===== src/rtl/fb_arb_pkg.sv =====
// fb_arb_pkg: framebuffer geometry, port widths and slot encoding shared by fb_arbiter.
package fb_arb_pkg;
    localparam int HPOS_WIDTH  = 10;
    localparam int VPOS_WIDTH  = 10;
    localparam int SCALE_SHIFT = 2;
    localparam int FB_W        = 160;
    localparam int FB_H        = 120;
    localparam int FB_X_WIDTH  = 8;
    localparam int FB_Y_WIDTH  = 7;
    localparam int DATA_WIDTH  = 3;
    localparam int ADDR_WIDTH  = 15;
    typedef enum logic {SLOT_DISP, SLOT_WR} slot_t;
endpackage


===== src/rtl/fb_arbiter_addr_calc.sv =====
// fb_addr_calc: linear framebuffer address y*W + x, unsigned at full address width.
module fb_addr_calc #(
    parameter int XW = 8,
    parameter int YW = 7,
    parameter int AW = 15,
    parameter int W  = 160
) (
    input  logic [XW-1:0] x,
    input  logic [YW-1:0] y,
    output logic [AW-1:0] addr
);
    assign addr = AW'(y) * AW'(W) + AW'(x);
endmodule


===== src/rtl/fb_arbiter.sv =====
// fb_arbiter: time-slices one pixel RAM between display fetch (pix_en clk) and a writer (other clk).
// Define FB_ARB_BLANK_BURST_EN to also hand display slots to the writer while display_on=0.
module fb_arbiter
    import fb_arb_pkg::*;
(
    input  logic                  clk,
    input  logic                  reset,
    input  logic                  pix_en,
    input  logic                  hsync,
    input  logic                  vsync,
    input  logic                  display_on,
    input  logic [HPOS_WIDTH-1:0] hpos,
    input  logic [VPOS_WIDTH-1:0] vpos,
    input  logic                  wr_valid,
    output logic                  wr_ready,
    input  logic [FB_X_WIDTH-1:0] wr_x,
    input  logic [FB_Y_WIDTH-1:0] wr_y,
    input  logic [DATA_WIDTH-1:0] wr_data,
    output logic [ADDR_WIDTH-1:0] mem_addr,
    output logic                  mem_we,
    output logic [DATA_WIDTH-1:0] mem_wdata,
    input  logic [DATA_WIDTH-1:0] mem_rdata,
    output logic                  pix_hsync,
    output logic                  pix_vsync,
    output logic                  pix_display_on,
    output logic [DATA_WIDTH-1:0] pix_data,
    output logic                  wr_oob
);
    slot_t                 slot;
    logic                  wr_slot, in_range, rd_pending;
    logic [HPOS_WIDTH-1:0] disp_x;
    logic [VPOS_WIDTH-1:0] disp_y;
    logic [ADDR_WIDTH-1:0] disp_addr, wr_addr;

    assign slot   = pix_en ? SLOT_DISP : SLOT_WR;
    assign disp_x = hpos >> SCALE_SHIFT;
    assign disp_y = vpos >> SCALE_SHIFT;

    fb_addr_calc #(.XW(HPOS_WIDTH), .YW(VPOS_WIDTH), .AW(ADDR_WIDTH), .W(FB_W)) u_disp_addr (
        .x(disp_x), .y(disp_y), .addr(disp_addr)
    );
    fb_addr_calc #(.XW(FB_X_WIDTH), .YW(FB_Y_WIDTH), .AW(ADDR_WIDTH), .W(FB_W)) u_wr_addr (
        .x(wr_x), .y(wr_y), .addr(wr_addr)
    );

`ifdef FB_ARB_BLANK_BURST_EN
    assign wr_slot = slot == SLOT_WR || !display_on;
`else
    assign wr_slot = slot == SLOT_WR;
`endif

    assign in_range  = 32'(wr_x) < FB_W && 32'(wr_y) < FB_H;
    assign wr_ready  = !reset && wr_slot && wr_valid;
    assign mem_we    = wr_ready && in_range;
    assign mem_addr  = wr_slot ? wr_addr : disp_addr;
    assign mem_wdata = wr_data;

    // Syncs are sampled in the second clk of the pixel, alongside the returning read data.
    always_ff @(posedge clk or posedge reset) begin
        if (reset) begin
            rd_pending     <= 1'b0;
            pix_hsync      <= 1'b1;
            pix_vsync      <= 1'b1;
            pix_display_on <= 1'b0;
            pix_data       <= '0;
            wr_oob         <= 1'b0;
        end else begin
            if (pix_en) begin
                rd_pending <= display_on;
            end else begin
                pix_data       <= rd_pending ? mem_rdata : '0;
                pix_hsync      <= hsync;
                pix_vsync      <= vsync;
                pix_display_on <= display_on;
            end
            if (wr_ready && !in_range) wr_oob <= 1'b1;
        end
    end
endmodule


===== config.mk =====
export PLATFORM = sky130hd
export DESIGN_NAME = fb_arbiter
export DESIGN_NICKNAME = d
export VERILOG_FILES = /design/src/rtl/fb_arb_pkg.sv /design/src/rtl/fb_arbiter_addr_calc.sv /design/src/rtl/fb_arbiter.sv
export SDC_FILE = /design/constraint.sdc
export NUM_CORES = 1
export LEC_CHECK = 0
export ABC_AREA = 1
export CAP_MARGIN = 20
export CORE_ASPECT_RATIO = 0.5
export CORE_UTILIZATION = 55
export CTS_CLUSTER_DIAMETER = 30
export DETAILED_ROUTE_END_ITERATION = 16
export DONT_BUFFER_PORTS = 1
export PLACE_DENSITY = 0.74
export SKIP_LAST_GASP = 1
export SLEW_MARGIN = 20
export SYNTH_ARGS = -nofsm -noshare
export SYNTH_HDL_FRONTEND = slang
export SYNTH_HIERARCHICAL = 1
export SYNTH_SLANG_ARGS = --single-unit

===== constraint.sdc =====
create_clock -name clk -period 2.9 [get_ports clk]
set_clock_uncertainty 0.2 [all_clocks]
set_input_delay 0.29 -clock clk [delete_from_list [all_inputs] [get_ports clk]]
set_output_delay 0.29 -clock clk [all_outputs]
set_load 0.02 [all_outputs]

# Yosys cells after proc, flatten, opt, wreduce, memory -nomap -nowiden
# Cells that the tools add are included.
op_classes:
  add_sub_neg: 2
  n_mul: 2
  n_div: 0
  n_lt_le_gt_ge: 2
  n_eq_ne: 0
  n_shift: 0
  muxes: 3
  bitwise: 0
  n_reduce_logical: 7
op_table:
  columns: ["cell", "count"]
  rows:
  - ["adder 15 x 8 -> 15 bit", 2]
  - ["two-way mux 15 bit", 1]
  - ["multiplier 7 x 3 -> 10 bit, second input constant", 1]
  - ["multiplier 8 x 3 -> 10 bit, second input constant", 1]
  - ["< comparator 8 bit, second input constant", 1]
  - ["< comparator 7 bit, second input constant", 1]
  - ["logical AND 1 bit", 5]
  - ["two-way mux 3 bit", 1]
  - ["zero test 1 bit", 2]
  - ["two-way mux 1 bit", 1]
word_totals:
  reg_bits: 8
  latchBits: 0
  mem_bits_rw: 0
  rom_bits: 0
  out_inout_bits: 27
  elab_cells: 22
  memories: 0

# Longest topological paths before layout
# Gate-level depths: netlist of the first run.
logic_depth:
  depth_word: 4
  mapped_depth: 15
  mapped_depth_nobuf: 15

# Hierarchy
# Netlist of the first run, hierarchy kept.
modules_own_cells:
  columns: ["module", "n_inst", "cells_each", "area_per_inst_um2", "seq_area_each_um2"]
  rows:
  - ["fb_addr_calc at u_disp_addr", 1, 116, 763.2, 0.0]
  - ["fb_addr_calc at u_wr_addr", 1, 88, 601.8, 0.0]
  - ["fb_arbiter", 1, 96, 558.0, 202.7]

# Worst setup path before layout of the first run
# OpenSTA, ideal clock, no wires.
synth_path:
  path_kind: "input port to output port"
  start: "input vpos[3]"
  end: "output mem_addr[12]"
  arrival_time_ns: 2.286
  slack_ns: 0.124
  path_stages: 13
  path_cell_list: "ha_1 > ha_1 > fa_1 > ha_1 > nand2_1 > nor2_1 > nand2_1 > nand3_2 > nand2_1 > nor2_2 > xor2_1 > nand2_1 > nand2_1"
synth_between:
  elab_chain_cells: 3
synth_lines:
  columns: ["item", "line", "text"]
  rows:
  - ["start, declared", "fb_arbiter.sv:13", "input logic [VPOS_WIDTH-1:0] vpos,"]
  - ["multiplier 8 x 3 -> 10 bit", "fb_arbiter_addr_calc.sv:12", "assign addr = AW'(y) * AW'(W) + AW'(x);"]
  - ["adder 15 x 8 -> 15 bit", "fb_arbiter_addr_calc.sv:12", null]
  - ["named net disp_addr[12]", "fb_arbiter.sv:33", "logic [ADDR_WIDTH-1:0] disp_addr, wr_addr;"]
  - ["two-way mux 15 bit", "fb_arbiter.sv:55", "assign mem_addr = wr_slot ? wr_addr : disp_addr;"]
  - ["end, declared", "fb_arbiter.sv:19", "output logic [ADDR_WIDTH-1:0] mem_addr,"]
# The timed path passes the listed nets, and every way through them passes these cells.

# Final worst setup path of the first run
layout_path:
  start: "input vpos[2]"
  end: "output mem_addr[12]"
# Same word-level chain as after synthesis.

==> run metrics, run 1 <==
status=complete, no violations; I/O pin count=75; Setup crit start kind=primary input; GRT Total Usage=21.71%; Final Hold Vio Count=0; switching part of the total=48.31%; crit path DAT=2.25 ns; Critical Setup Path Class=in2out; largest net degree at the start of global routing=24; Distinct cells, synth=28; Filler cells=291; crit path max fanout=3; Pwr Total=770.0 uW; final cycle utilization of the critical path=94.54%; Port Buf Inserts=0; share of cells above drive strength 1=8.446%; gr ovfl total=0; height of the die=43.81 um; CP peak stage delay=0.56 ns; CP max stage cell=fa_1; Post-CTS Setup Inserts=0; clock share of power=17.8%; HP Class=in2reg; Pins Over Slew Limit=0; most used cell, CP=nand2_1; multi-input combinational cell area=0.001538 mm2; DRC=0; vias in the first global route=1,584; post-DR wirelength/cell=12.08 um; routability cong.=0.8065; starting density of the core=60.99%; CTS sink cnt=8; Die W=85.63 um; antenna violations before repair=0; Syn-to-layout area delta=4.554%; first-pass GRT wire length=6506 um; Peak VDD IR=131.1 uV; synthesized area per cell=6.410 um2; Final setup viols=0; clk_lat worst skew=0.23 ns; total wire length=4059 um; power per cell area=382.9 mW/mm2; Sw Pwr=372.0 uW; Hold WS=0.006975 ns; Seq cells post-synth=8; most frequent cells in the layout=nand2_1, inv_1, ha_1, nand3_1, a21oi_1; cell-by-cell trace of the critical path=ha_1 -> ha_4 -> fa_1 -> ha_4 -> nand2_1 -> nor2_1 -> nand2_1 -> nand3_2 -> nand2_2 -> nor2_4 -> xor2_1 -> nand2_1 -> nand2_1; DR vias=1,739; Ant. Diodes=0; sequential cell area=202.7 um2; CP Data Required Time=2.41 ns; cell-internal power=398.0 uW; Max-Cap Viols=0; Iter 0 DRT Violations=46; H-tree depth=1; Placeable Area=0.003153 mm2; Final ANT Viol Nets=0; Clock transition at path regs=0.04 ns; nets@finish=381; f_max=364.7 MHz; register area share after synthesis=10.54%; total CTS buffers=3; Yosys warnings=6; crit end category=output pin; DP Wirelength=3220 um; root buffer cell=clkbuf_8; sequential power share=18.0%; Clock Path Buffers=2; CTS tree=done; number of cell rows=14; synthesized area=0.001923 mm2; leakage power=0.001156 uW; DR pass1 iterations=4; die area=0.003751 mm2; Tmin final=2.742 ns; Cells after Synth=300; Via density=5.176; Logic pwr share=64.2%; commonest non-fill, non-tap cell in the layout=nand2_1
-- power by group through the flow --
stage               combinational, uW  sequential (uW)  clock (uW)
floorplan                         421              138           0
global placement                  458              139           0
detailed placement                467              139           0
CTS                               476              138         136
global route                      560              139         144
finish                            494              138         137
-- logic make-up (layout without fill, tap and decap cells) --
| logic type | Yosys count | after routing | share of synthesized area [%] |
|---|---|---|---|
| flops | 8 | 8 | 10.54 |
| buf+inv | 52 | 43 | 12.95 |
| other cells | 1 | 6 | 0.1950 |
| fa+ha+maj | 35 | 35 | 24.33 |
| simple gates | 167 | 167 | 37.02 |
| xor+xnor | 19 | 19 | 10.02 |
| compound gates | 18 | 18 | 4.945 |
-- path summary, 6_finish.rpt --
kind	start	end	slack, ns	depth (start not counted)
min	mem_rdata[2]	pix_data[2]	0.007	2
min reg2reg	rd_pending	rd_pending	0.35	2
max reg2reg	pix_hsync	pix_hsync	1.31	3
min in group asynchronous	reset	pix_data[0]	0.26	2
max	vpos[2]	mem_addr[12]	0.16	13
max in group asynchronous	reset	pix_vsync	1.94	2
-- area by class of cell --
type / count / share of cell area [%]
repair buffers: 5 / 2.365
clock buffers: 3 / 2.054
inverters: 35 / 6.534
multi-input cells: 245 / 76.48
well taps: 40 / 2.489
flip-flops and latches: 8 / 10.08
-- what timing repair did --
item                       CTS  global route
setup endpoints to repair    0             4
hold endpoints to repair    14             0
hold buffers                 4             0
gates resized for setup      0             7
-- Yosys cell counts (all sizes together) --
cell type  number  area, um2
nand4           5      31.28
dfstp           2      52.55
dfrtp           6      150.1
nand3b          1      11.26
buf            17      117.6
fa              4      80.08
nand3          22      125.1
nand2         128      493.0
ha             31      387.9
a31oi           1      6.260
xor2           11      122.6
o21ai           6      33.78
or2             1      6.260
conb            1      3.750
a21oi          11      55.05
inv            35      131.4
nor2           10      45.05
xnor2           8      70.07
-- critical path: cells and delay by family --
kind | cells | cell delay, ns
fa+ha+maj | 4 | 1.09
simple gates | 8 | 0.70
xor+xnor | 1 | 0.15
-- through the flow --
| stage | util (%) | setup WS [ns] | setup TNS (ns) | cells | area [um2] |
|---|---|---|---|---|---|
| floorplan | - | 0.1241 | 0 | 305 | 1942 |
| global placement | 59.68 | 0.08121 | 0 | 329 | 1882 |
| detailed placement | 59.68 | 0.05209 | 0 | 329 | 1882 |
| CTS | 62.26 | 0.05216 | 0 | 336 | 1963 |
| global route | 63.77 | -0.005234 | -0.005234 | 336 | 2011 |
| finish | 63.77 | 0.1583 | 0 | 336 | 2011 |
-- sequential cells by signal, summed over array words and instances, names as in the netlist --
name and count:
pix_hsync 1, rd_pending 1, pix_data 3, wr_oob 1
pix_display_on 1, pix_vsync 1
-- per-layer routing --
layer	wire (um)	global-route usage [%]	up-vias
met5	0	0	-
met4	69	6.333	0
met1	1890	26.73	761
met3	197	1.333	9
li1	-	-	918
met2	1902	41.92	51
(Power assumes the default switching activity.)
==> inputs of run 2 (changes only) <==
- SLEW_MARGIN: 20 -> 0
==> results of run 2 <==
Same layout as run 1: the final DEF is identical, and so are final timing and power.
